<file path="config.mk">
export PLATFORM = sky130hd
export DESIGN_NAME = imm_extend_pipe_flat
export DESIGN_NICKNAME = d
export VERILOG_FILES = /design/src/rtl/imm_extend_pipe_pkg.sv /design/src/rtl/imm_extend_pipe_if.sv /design/src/rtl/imm_extend_pipe_core.sv /design/src/rtl/imm_extend_pipe.sv /design/src/flat_wrapper.sv
export SDC_FILE = /design/constraint.sdc
export NUM_CORES = 1
export LEC_CHECK = 0
export BUFFER_PORTS_ARGS = -buffer_cell sky130_fd_sc_hd__buf_4
export CORE_MARGIN = 2
export CORE_UTILIZATION = 56
export DETAILED_ROUTE_END_ITERATION = 6
export GPL_ROUTABILITY_DRIVEN = 0
export GPL_TIMING_DRIVEN = 0
export PLACE_DENSITY = 0.92
export SYNTH_ARGS = -nofsm -noshare
export SYNTH_HDL_FRONTEND = slang
export SYNTH_SLANG_ARGS = --single-unit
</file>
<file path="constraint.sdc">
create_clock -name clk -period 2.2 [get_ports clk]
set_input_delay 0.44 -clock clk [delete_from_list [all_inputs] [get_ports clk]]
set_output_delay 0.44 -clock clk [all_outputs]
set_load 0.005 [all_outputs]
</file>
<file path="src/rtl/imm_extend_pipe_pkg.sv">
// Shared definitions for the immediate-extension pipeline: mode codes and the
// 32-bit rotate helper used by the rotated-immediate form of mode 00.
package imm_pkg;

    typedef logic [1:0] imm_mode_t;

    localparam imm_mode_t MODE_IMM8  = 2'b00;
    localparam imm_mode_t MODE_BR24  = 2'b01;
    localparam imm_mode_t MODE_IMM12 = 2'b10;
    localparam imm_mode_t MODE_RSVD  = 2'b11;

    function automatic logic [31:0] ror32(input logic [31:0] data, input logic [4:0] amt);
        logic [63:0] w_dbl;
        w_dbl = {data, data} >> amt;
        return w_dbl[31:0];
    endfunction

endpackage

</file>
<file path="src/rtl/imm_extend_pipe_if.sv">
// Valid/ready bus between decode, the immediate-extension pipeline and the ALU.
// master = producer/consumer side (decode + execute), slave = the pipeline itself.
import imm_pkg::*;

interface imm_extend_pipe_if #(
    parameter int IN_W   = 24,
    parameter int DATA_W = 32
);
    logic              in_valid;
    logic              in_ready;
    logic [IN_W-1:0]   in_data;
    imm_mode_t         in_mode;
    logic              out_valid;
    logic              out_ready;
    logic [DATA_W-1:0] out_data;
    logic              out_err;

    modport master (
        output in_valid, in_data, in_mode, out_ready,
        input  in_ready, out_valid, out_data, out_err
    );

    modport slave (
        input  in_valid, in_data, in_mode, out_ready,
        output in_ready, out_valid, out_data, out_err
    );
endinterface

</file>
<file path="src/rtl/imm_extend_pipe_core.sv">
// Combinational mode decode and extension, fed from the stage-1 registers.
// Define IMM_ROTATE_EN to make mode 00 the ARM rotated immediate (needs DATA_W == 32).
import imm_pkg::*;

module imm_extend_core #(
    parameter int DATA_W       = 32,
    parameter int IN_W         = 24,
    parameter int BR_SHIFT     = 2,
    parameter bit IMM12_SIGNED = 1'b1
) (
    input  logic [IN_W-1:0]   i_data,
    input  imm_mode_t         i_mode,
    output logic [DATA_W-1:0] o_operand,
    output logic              o_err
);
    logic [DATA_W-1:0] w_imm8;
    logic [DATA_W-1:0] w_br_ext;
    logic [DATA_W-1:0] w_br;
    logic              w_imm12_fill;
    logic [DATA_W-1:0] w_imm12;

`ifdef IMM_ROTATE_EN
    logic [31:0] w_rot;
    // Rotate amount is twice the 4-bit field, i.e. always even.
    assign w_rot  = ror32({24'd0, i_data[7:0]}, {i_data[11:8], 1'b0});
    assign w_imm8 = DATA_W'(w_rot);

    generate
        if (DATA_W != 32) begin : g_width_chk
            $error("imm_extend_core: IMM_ROTATE_EN requires DATA_W == 32");
        end
    endgenerate
`else
    assign w_imm8 = {{(DATA_W-8){i_data[7]}}, i_data[7:0]};
`endif

    assign w_br_ext     = {{(DATA_W-IN_W){i_data[IN_W-1]}}, i_data};
    assign w_br         = w_br_ext << BR_SHIFT;
    assign w_imm12_fill = IMM12_SIGNED ? i_data[11] : 1'b0;
    assign w_imm12      = {{(DATA_W-12){w_imm12_fill}}, i_data[11:0]};

    // Select the extended operand for the requested mode.
    always_comb begin
        o_operand = '0;
        o_err     = 1'b0;
        case (i_mode)
            MODE_IMM8:  o_operand = w_imm8;
            MODE_BR24:  o_operand = w_br;
            MODE_IMM12: o_operand = w_imm12;
            MODE_RSVD: begin
                o_operand = '0;
                o_err     = 1'b1;
            end
            default: begin
                o_operand = '0;
                o_err     = 1'b1;
            end
        endcase
    end
endmodule

</file>
<file path="src/rtl/imm_extend_pipe.sv">
// Two-stage immediate-extension pipeline with independent valid/ready on both sides.
// Optional build macro: IMM_ROTATE_EN (rotated imm8 in mode 00).
import imm_pkg::*;

module imm_extend_pipe #(
    parameter int DATA_W       = 32,
    parameter int IN_W         = 24,
    parameter int BR_SHIFT     = 2,
    parameter bit IMM12_SIGNED = 1'b1
) (
    input  logic                clk,
    input  logic                reset,
    imm_extend_pipe_if.slave    bus
);
    logic              r_s1_valid;
    logic [IN_W-1:0]   r_s1_data;
    imm_mode_t         r_s1_mode;
    logic              r_s2_valid;
    logic [DATA_W-1:0] r_s2_data;
    logic              r_s2_err;

    logic              w_s1_adv;
    logic              w_s2_adv;
    logic [DATA_W-1:0] w_operand;
    logic              w_err;

    // A stage may load when empty or when the stage downstream is moving.
    assign w_s2_adv = !r_s2_valid || bus.out_ready;
    assign w_s1_adv = !r_s1_valid || w_s2_adv;

    assign bus.in_ready  = w_s1_adv;
    assign bus.out_valid = r_s2_valid;
    assign bus.out_data  = r_s2_data;
    assign bus.out_err   = r_s2_err;

    imm_extend_core #(
        .DATA_W       (DATA_W),
        .IN_W         (IN_W),
        .BR_SHIFT     (BR_SHIFT),
        .IMM12_SIGNED (IMM12_SIGNED)
    ) u_core (
        .i_data    (r_s1_data),
        .i_mode    (r_s1_mode),
        .o_operand (w_operand),
        .o_err     (w_err)
    );

    // Stage registers; payload only loads alongside a valid item.
    always_ff @(posedge clk) begin
        if (reset) begin
            r_s1_valid <= 1'b0;
            r_s1_data  <= '0;
            r_s1_mode  <= MODE_IMM8;
            r_s2_valid <= 1'b0;
            r_s2_data  <= '0;
            r_s2_err   <= 1'b0;
        end else begin
            if (w_s1_adv) begin
                r_s1_valid <= bus.in_valid;
                if (bus.in_valid) begin
                    r_s1_data <= bus.in_data;
                    r_s1_mode <= bus.in_mode;
                end
            end
            if (w_s2_adv) begin
                r_s2_valid <= r_s1_valid;
                if (r_s1_valid) begin
                    r_s2_data <= w_operand;
                    r_s2_err  <= w_err;
                end
            end
        end
    end
endmodule
</file>
<file path="src/flat_wrapper.sv">
// flat-port wrapper written by rule: the top's interface ports become plain ports
module imm_extend_pipe_flat 
#(
    parameter int DATA_W       = 32,
    parameter int IN_W         = 24,
    parameter int BR_SHIFT     = 2,
    parameter bit IMM12_SIGNED = 1'b1
)
  (clk, reset, bus_in_valid, bus_in_data, bus_in_mode, bus_out_ready, bus_in_ready, bus_out_valid, bus_out_data, bus_out_err);
  imm_extend_pipe_if #(.IN_W(IN_W), .DATA_W(DATA_W)) bus_i ();
  input  logic clk;
  input  logic reset;
  input wire logic [$bits(bus_i.in_valid)-1:0] bus_in_valid;
  input wire logic [$bits(bus_i.in_data)-1:0] bus_in_data;
  input wire logic [$bits(bus_i.in_mode)-1:0] bus_in_mode;
  input wire logic [$bits(bus_i.out_ready)-1:0] bus_out_ready;
  output wire logic [$bits(bus_i.in_ready)-1:0] bus_in_ready;
  output wire logic [$bits(bus_i.out_valid)-1:0] bus_out_valid;
  output wire logic [$bits(bus_i.out_data)-1:0] bus_out_data;
  output wire logic [$bits(bus_i.out_err)-1:0] bus_out_err;
  assign bus_i.in_valid = bus_in_valid;
  assign bus_i.in_data = bus_in_data;
  assign bus_i.in_mode = bus_in_mode;
  assign bus_i.out_ready = bus_out_ready;
  assign bus_in_ready = bus_i.in_ready;
  assign bus_out_valid = bus_i.out_valid;
  assign bus_out_data = bus_i.out_data;
  assign bus_out_err = bus_i.out_err;
  imm_extend_pipe #(.DATA_W(DATA_W), .IN_W(IN_W), .BR_SHIFT(BR_SHIFT), .IMM12_SIGNED(IMM12_SIGNED)) u_core (.clk(clk), .reset(reset), .bus(bus_i));
endmodule
</file>
==> results.sh <==
export IMPL_nFillCells=327
export IMPL_synth_top_family_by_area="simple AND/OR/NAND/NOR gates"
export IMPL_final_util_pct=72.5
export IMPL_period_needed_ns=1.82
export IMPL_final_max_slew_violation_count=0
export IMPL_port_buffers=63
export IMPL_rsz0062_at_grt="no"
export IMPL_ir_drop_v=0.000446
export IMPL_synth_mux_area_share_pct=10.3
export IMPL_wl_um=5670
export IMPL_core_area_sq_um=4350
export IMPL_viasPerCell=5.49
export IMPL_grt_max_degree=16
export IMPL_hold_class="in -> reg"
export IMPL_cts_sinks=55
export IMPL_worst_pin_slew_ns=0.531
export IMPL_final_common_cell="buf_4"
export IMPL_drt_iter0_drc=187
export IMPL_p_per_area_nw_per_um2=651
export IMPL_path_max_fanout=10
export IMPL_grt_pass1_wl_um=9310
export IMPL_synth_area_sq_um=2520
export IMPL_clk_pin_slew_ns=0.09
export IMPL_drtPass1Iterations=4
export IMPL_antenna_found_initial=0
export IMPL_hold_buffers=0
export IMPL_finalCritPeriodShare_pct=82.9
export IMPL_area_growth_synth_to_final_pct=25.3
export IMPL_critPathCaptureType="primary output"
export IMPL_start_kind="flip-flop"
export IMPL_place_hpwl_um=4170
export IMPL_critical_path_class="reg -> out"
export IMPL_die_y_um=71.0
export IMPL_fin_ws_ns=0.377
export IMPL_cts_buffers_inserted=5
export IMPL_grt_total_usage_pct=23.1
export IMPL_die_area_sq_um=5050
export IMPL_outcome="finished, final reports clean"
export IMPL_leakage_nw=1.30
export IMPL_avgRoutedWirePerCell_um=14.6
export IMPL_syn_area_per_cell_sq_um=9.46
export IMPL_num_antenna_cells=0
export IMPL_drcViolationCount=0
export IMPL_drive_above_1_share_pct=27.9
export IMPL_cts_setup_buffers=0
export IMPL_finalSetupTns_ns=0
export IMPL_ys_warn_count=0
export IMPL_final_cell_mix="buf_4, nand2b_1, dfxtp_1"
export IMPL_synth_seq_cells=55
export IMPL_finalHoldViolations=0
export IMPL_setup_violations=0
export IMPL_layout_nets=366
export IMPL_clock_latency_ns=0.31
export IMPL_synth_fp_nets=296
export IMPL_start_util_pct=57.8
export IMPL_grt_pass1_vias=2000
export IMPL_synth_cells=266
export IMPL_rows=24
export IMPL_cp_data_arrival_time_ns=1.38
export IMPL_grt_ovfl_total=0
export IMPL_pin_count=65
export IMPL_cts_tree="yes"
export IMPL_power_total_mw=2.06
export IMPL_synthSimpleGateAreaFrac_pct=21.8
export IMPL_pre_cts_ws_ns=0.516
export IMPL_cts_max_level=2
export IMPL_ys_seq_area_share_pct=43.7
export IMPL_clockRootBuffer="clkbuf_8"
export IMPL_maxSlewHeadroom_pct=64.5
export IMPL_fmax_ghz=0.549
export IMPL_post_cts_resized=0
export IMPL_die_w_um=71.0
export IMPL_synth_distinct_cells=25
export IMPL_cap_violations=0
export IMPL_clock_path_buffers=2
export IMPL_synthXorXnorAreaFrac_pct=0
export IMPL_finClkSkew_ns=0.00620
export IMPL_synthAdderAreaFrac_pct=0
export IMPL_antenna_left=0
export IMPL_synth_compound_area_share_pct=16.2
export IMPL_vias=2135
export IMPL_required_ns=1.76
through the flow:
step / area, sq um / std cells / hold WS, ns
final: 3160 / 389 / 0.352
after global routing: 3160 / 389 / 0.373
after floorplan: 2520 / 266 / 0.438
after global placement: 3060 / 381 / 0.457
after CTS: 3160 / 389 / 0.348
after detailed placement: 3060 / 381 / 0.463
report_power, final:
group	leakage [nW]	internal (mW)	switching, mW
Sequential	0.453	1.06	0.0481
Clock	0.0515	0.288	0.316
Combinational	0.797	0.191	0.153
Total	1.30	1.54	0.517
kinds of logic (layout without fill, tap and decap cells):
family                 count (synthesis)  after routing
multiplexers                          26             26
AND/OR/NAND/NOR                       91             91
flip-flops                            55             55
AO/OA/AOI/OAI                         62             62
buffers and inverters                 32            103
final cells by class:
cell class / instances / area (sq um) / area share, %
multi-input cells: 179 / 1220 / 38.5
flip-flops and latches: 55 / 1100 / 34.9
repair buffers: 63 / 473 / 15.0
plain buffers: 31 / 196 / 6.23
clock buffers: 8 / 100 / 3.17
well taps: 52 / 65.1 / 2.06
inverters: 1 / 3.75 / 0.119
per-layer routing:
metal	vias up	GRT usage [%]	wire, um
met4	0	7.55	80
met2	68	37.1	2770
met5	-	0	0
met3	8	3.70	304
li1	1049	-	-
met1	1010	31.8	2520
synthesized netlist by cell type, drive strengths merged:
master	number	area, sq um
a21boi	1	7.51
nand3b	6	45.0
buf	21	159
nand4	1	6.26
a211oi	18	135
a22oi	2	15.0
nor2b	4	27.5
a21oi	30	150
clkbuf	10	37.5
nand2b	58	363
nand4b	2	17.5
or2b	1	7.51
a2111oi	1	27.5
mux2i	26	260
nor3	1	5.00
inv	1	3.75
a311oi	6	52.6
nand2	15	56.3
nor2	2	7.51
o21ai	4	20.0
nor3b	1	12.5
dfxtp	55	1100
sequential cells by signal (all words and copies together) (netlist names):
| register | cells |
|---|---|
| u_core.bus.out_data | 26 |
| u_core.r_s1_data | 24 |
| u_core.r_s1_mode | 2 |
| u_core.bus.out_err | 1 |
| u_core.bus.out_valid | 1 |
| u_core.r_s1_valid | 1 |
path summary, 6_finish.rpt:
check	endpoint	cells past startpoint	from	slack, ns
max reg2reg	u_core.bus.out_data[20]	5	u_core.bus.out_valid	0.68
min reg2reg	u_core.bus.out_data[17]	2	u_core.r_s1_data[15]	0.48
min	u_core.r_s1_valid	3	bus_in_valid	0.35
max	bus_in_ready	4	u_core.r_s1_valid	0.38
critical path, cell delays in order (launching register included):
cell and delay (ns):
dfxtp_1 0.38, buf_2 0.24, buf_2 0.25, nand2_1 0.07, buf_4 0.13
No activity file was read; power rests on OpenSTA's default activity.
